===== src/rtl/legv8_alu_sequencer.sv =====
// legv8_alu_sequencer: handshaked opcode front end for the LEGv8 ALU, with shift-add multiply and NZCV flag register
module legv8_alu_sequencer #(
  parameter int WIDTH = 64
) (
  input  logic             clk,
  input  logic             rst,
  input  logic             req_valid,
  output logic             req_ready,
  input  logic [3:0]       req_op,
  input  logic [WIDTH-1:0] req_a,
  input  logic [WIDTH-1:0] req_b,
  input  logic             req_setf,
  output logic [WIDTH-1:0] alu_A,
  output logic [WIDTH-1:0] alu_B,
  output logic [4:0]       alu_FS,
  output logic             alu_Cin,
  input  logic [WIDTH-1:0] alu_F,
  input  logic [3:0]       alu_status,
  output logic             rsp_valid,
  input  logic             rsp_ready,
  output logic [WIDTH-1:0] rsp_result,
  output logic [3:0]       rsp_status,
  output logic             rsp_err,
  output logic [3:0]       flags
);
  typedef enum logic [1:0] {IDLE, EXEC, MUL, RESP} state_t;
  state_t           state;
  logic [3:0]       op;
  logic             setf;
  logic [WIDTH-1:0] a, b, acc, nacc;
  logic [5:0]       cnt;
  logic [4:0]       fs_op;
  logic             legal, mul_done;
  logic [3:0]       mul_status;
  always_comb begin
    fs_op = op == 4'd0 ? 5'b00000 :
            op == 4'd1 ? 5'b00100 :
            op == 4'd2 ? 5'b01100 :
            op == 4'd3 ? 5'b01000 :
            op == 4'd4 ? 5'b01001 :
            op == 4'd5 ? 5'b10000 :
            op == 4'd6 ? 5'b10100 :
            op == 4'd7 ? 5'b00001 : 5'b11000;
    legal = op < 4'd9;
    nacc = b[0] ? alu_F : acc;
    mul_done = (b >> 1) == '0 || cnt == 6'd63;
    mul_status = {2'b00, nacc[WIDTH-1], ~|nacc};
  end
  // In MUL, a holds the shifting multiplicand and b the shifting multiplier
  assign alu_FS    = state == EXEC ? fs_op : state == MUL ? 5'b01000 : 5'b11000;
  assign alu_Cin   = state == EXEC && op == 4'd4;
  assign alu_A     = state == EXEC ? a : state == MUL ? acc : '0;
  assign alu_B     = state == EXEC || state == MUL ? b & {WIDTH{state == EXEC}} | a & {WIDTH{state == MUL}} : '0;
  assign req_ready = state == IDLE && !rst;
  assign rsp_valid = state == RESP;
  always_ff @(posedge clk) begin
    if (rst) begin
      state      <= IDLE;
      flags      <= '0;
      rsp_result <= '0;
      rsp_status <= '0;
      rsp_err    <= 1'b0;
      op         <= '0;
      setf       <= 1'b0;
      a          <= '0;
      b          <= '0;
      acc        <= '0;
      cnt        <= '0;
    end else begin
      case (state)
        IDLE: if (req_valid) begin
          op    <= req_op;
          a     <= req_a;
          b     <= req_b;
          setf  <= req_setf;
          acc   <= '0;
          cnt   <= '0;
          state <= req_op == 4'd8 ? MUL : EXEC;
        end
        EXEC: begin
          rsp_result <= legal ? alu_F : '0;
          rsp_status <= legal ? alu_status : 4'b0000;
          rsp_err    <= !legal;
          if (setf && legal) flags <= alu_status;
          state      <= RESP;
        end
        MUL: begin
          acc <= nacc;
          a   <= a << 1;
          b   <= b >> 1;
          cnt <= cnt + 6'd1;
          if (mul_done) begin
            rsp_result <= nacc;
            rsp_status <= mul_status;
            rsp_err    <= 1'b0;
            if (setf) flags <= mul_status;
            state      <= RESP;
          end
        end
        RESP: if (rsp_ready) state <= IDLE;
      endcase
    end
  end
endmodule


===== config.mk =====
export PLATFORM = sky130hd
export DESIGN_NAME = legv8_alu_sequencer
export DESIGN_NICKNAME = d
export VERILOG_FILES = /design/src/rtl/legv8_alu_sequencer.sv
export SDC_FILE = /design/constraint.sdc
export NUM_CORES = 1
export LEC_CHECK = 0
export ABC_AREA = 1
export CAP_MARGIN = 0
export CORE_ASPECT_RATIO = 1.25
export CORE_MARGIN = 3
export CORE_UTILIZATION = 43
export DETAILED_ROUTE_END_ITERATION = 16
export HOLD_SLACK_MARGIN = 0.1
export PLACE_DENSITY = 0.76
export SLEW_MARGIN = 20
export SYNTH_ARGS = -nofsm -noshare
export SYNTH_HDL_FRONTEND = slang
export SYNTH_SLANG_ARGS = --single-unit
export TNS_END_PERCENT = 30

===== constraint.sdc =====
create_clock -name clk -period 1.75 [get_ports clk]
set_input_delay 0.35 -clock clk [delete_from_list [all_inputs] [get_ports clk]]
set_output_delay 0.35 -clock clk [all_outputs]
set_load 0.01 [all_outputs]

==> reports/metrics.cfg, run 1 <==
[route]
antenna_left = 0
drt_iter0_markers = 2313
dr_total_vias = 18700
drc = 0
wl_per_cell_um = 21.1
dr.pass1.iters = 7
routed_wl_mm = 69.1
vias_per_cell = 5.71

[timing]
drv_slew = 0
period_share = 1.43
finClkSkew_ns = 0.0111
worstMarginPinSlew_ns = 0.601
rsz0062_at_grt = true
finalHoldViolCount = 0
layout_setup_ws_ns = -0.751
max-slew-margin-rel = 0.600
min_period_ns = 2.50
fmax_mhz = 400
setup_viol = 477
finalSetupTns_ns = -139.76

[synth]
synth_area_leaders = dfxtp_1, nand2_1, nor2_1
synth_top_area_frac = 0.382
synth_cells = 2231
ys_ff_latch = 278
syn_avg_cell_area_um2 = 6.53
syn_nets = 2441
ys_seq_area_frac = 0.382
synth_cell_types = 39
yosys.area.top_type = dfxtp_1
syn-cell-area_um2 = 14600
yosys_warnings = 0

[job]
maxCapViolations = 0

[setup_path]
crit_end = alu_A[52]
r2r-start = state[1]
max_stage_delay_ns = 0.35
r2r_end = b[33]
reg2reg_depth = 10
path_cells = inv_2 -> ha_4 -> buf_12 -> buf_12 -> buf_16 -> bufbuf_16 -> nand2_1 -> o21ai_2 -> buf_2
rrSetupSlack_ns = -0.40
crit_type = flop to output pin
cpMostUsedCell = buf_12
cp.required_ns = 1.40
critPathArrivalTime_ns = 2.15
endpoint_kind = output pin
start_kind = flop
critPathMaxFanout = 7
slowest_stage = dfxtp_2
startpoint = state[1]

[clocking]
root_buffer = clkbuf_16
cts_tree = built
clockBufferDepth = 3
cts_sinks = 278
clk_pin_slew_worst_paths_ns = 0.06
clk-insertion-delay-late_ns = 0.57
h-tree-depth = 1
numCtsBuffers = 30

[floorplan]
die_y_um = 212
top_level_ports = 414
die_width_um = 171
dieArea_um2 = 36100
rows = 74
start_util = 0.441
fp.coreArea_um2 = 33100

[placed_design]
gp_congestion = 1.01
port_buffers = 412
placed_cells = 3144
dpl.hpwl_mm = 46.1
place_worst_setup_slack_ns = -0.647
dpl_cell_area_um2 = 20900

[global_route]
grt_pass1_wl_mm = 99.9
overflow = 0
grt_pass1_vias = 17700
grtUsageTotal = 0.349
grt_max_degree = 159
grt_antenna_before_repair = 6

[finish]
final_util = 0.703
multi_input_area_um2 = 8380
final_cell_count_no_fill = 3268
final_layout_size_suffix_gt1_frac = 0.245
register_area_um2 = 5570
final_area_um2 = 23300
fillers = 2640
nNetsFinal = 3030
layout_commonest_cell = nand2_1
syn_to_final_growth_pct = 59.6
final_cell_mix = nand2_1, clkdlybuf4s50_1, dfxtp_1, nor2_1, buf_4

[power_and_ir_drop]
vdd_ir_drop_max_v = 0.000931
powerDensity_nw_per_um2 = 1270
leakage_nw = 9.58

[status]
status = finished, violations left
violations = setup timing

[hold_path]
min_path_type = input port to flop

sequential cells by signal, indices dropped and copies added (netlist names):
register,count
cnt,6
acc,64
rsp_result,64
a,64
state,2
flags,4
b,64
op,4
rsp_status,4
setf,1
rsp_err,1
per-stage QoR:
step,power [mW],hold WS (ns)
final,29.6,0.292
after global routing,30.8,0.314
after CTS,28.6,0.289
after detailed placement,19.8,0.455
after global placement,19.7,0.445
after floorplan,13.9,0.444
worst min path at each step:
| stage | from | end | slack [ns] | cells past startpoint |
|---|---|---|---|---|
| 5_1_grt | rst | cnt[0] | 0.31 | 5 |
| 3_5_place_dp | acc[20] | acc[20] | 0.46 | 2 |
| 2_1_floorplan | acc[0] | acc[0] | 0.44 | 2 |
| 6_report | rst | cnt[0] | 0.29 | 5 |
| 4_1_cts | rst | cnt[0] | 0.29 | 5 |
| 3_3_place_gp | rsp_err | rsp_err | 0.44 | 2 |
worst max-delay path: cells and delay by family, from the launching register on:
family	cells	cell delay, ns
flops	1	0.35
compound gates	1	0.06
buf+inv	6	0.87
simple gates	1	0.11
fa+ha+maj	1	0.18
synthesized netlist by cell type (all sizes together):
cell type	number
buf	85
conb	1
a21oi	144
nor3	3
or2	4
dfxtp	278
mux2i	2
and2	19
ha	5
clkbuf	92
o21ai	229
nor2	279
nor3b	2
o211ai	1
inv	96
nand3b	1
a31o	63
nand2	747
o21a	1
o22ai	1
a22o	37
nand3	9
nand4	3
clkinv	1
a31oi	128
where the power goes:
group | internal, mW | switching (mW)
clock | 4.56 | 2.75
combinational | 6.57 | 7.24
sequential | 7.52 | 0.934
cells by family (layout without fill, tap and decap cells):
family	count (synthesis)	after routing	synth area share
compound gates	604	604	0.246
other cells	1	7	0.000257
buf+inv	274	887	0.0829
fa+ha+maj	5	5	0.00430
flops	278	278	0.382
simple gates	1067	1067	0.283
mux	2	2	0.00137
metal layers:
| layer | up-vias | global-route usage | share of wire |
|---|---|---|---|
| met4 | 2 | 0.162 | 0.054 |
| met5 | - | 0 | 0.00019 |
| li1 | 8577 | - | - |
| met1 | 8670 | 0.442 | 0.38 |
| met3 | 247 | 0.0676 | 0.11 |
| met2 | 1165 | 0.572 | 0.46 |
timing repair:
action	CTS	global route
buffers inserted	26	14
gates cloned	16	10
endpoints found under the setup margin	479	480
gates resized for setup	678	98
hold buffers	0	0
pin swaps	36	23
final cells by class:
cell class	instances	share of cell area
Inverter	97	0.0175
Sequential cell	278	0.240
Tap cell	418	0.0225
Timing Repair Buffer	734	0.310
Multi-Input combinational cell	1679	0.361
Clock buffer	46	0.0388
Antenna cell	6	0.000646
Clock inverter	10	0.00969
No activity file was read; power rests on OpenSTA's default activity.
==> inputs of run 2 (changes only) <==
--- a/config.mk
+++ b/config.mk
@@ -6,6 +6,7 @@
 export NUM_CORES = 1
 export LEC_CHECK = 0
 export ABC_AREA = 1
+export ABC_CLOCK_PERIOD_IN_PS = 1750
 export CAP_MARGIN = 0
 export CORE_ASPECT_RATIO = 1.25
 export CORE_MARGIN = 3
==> results of run 2 <==
Final layout, timing and power as in run 1 (identical DEF).
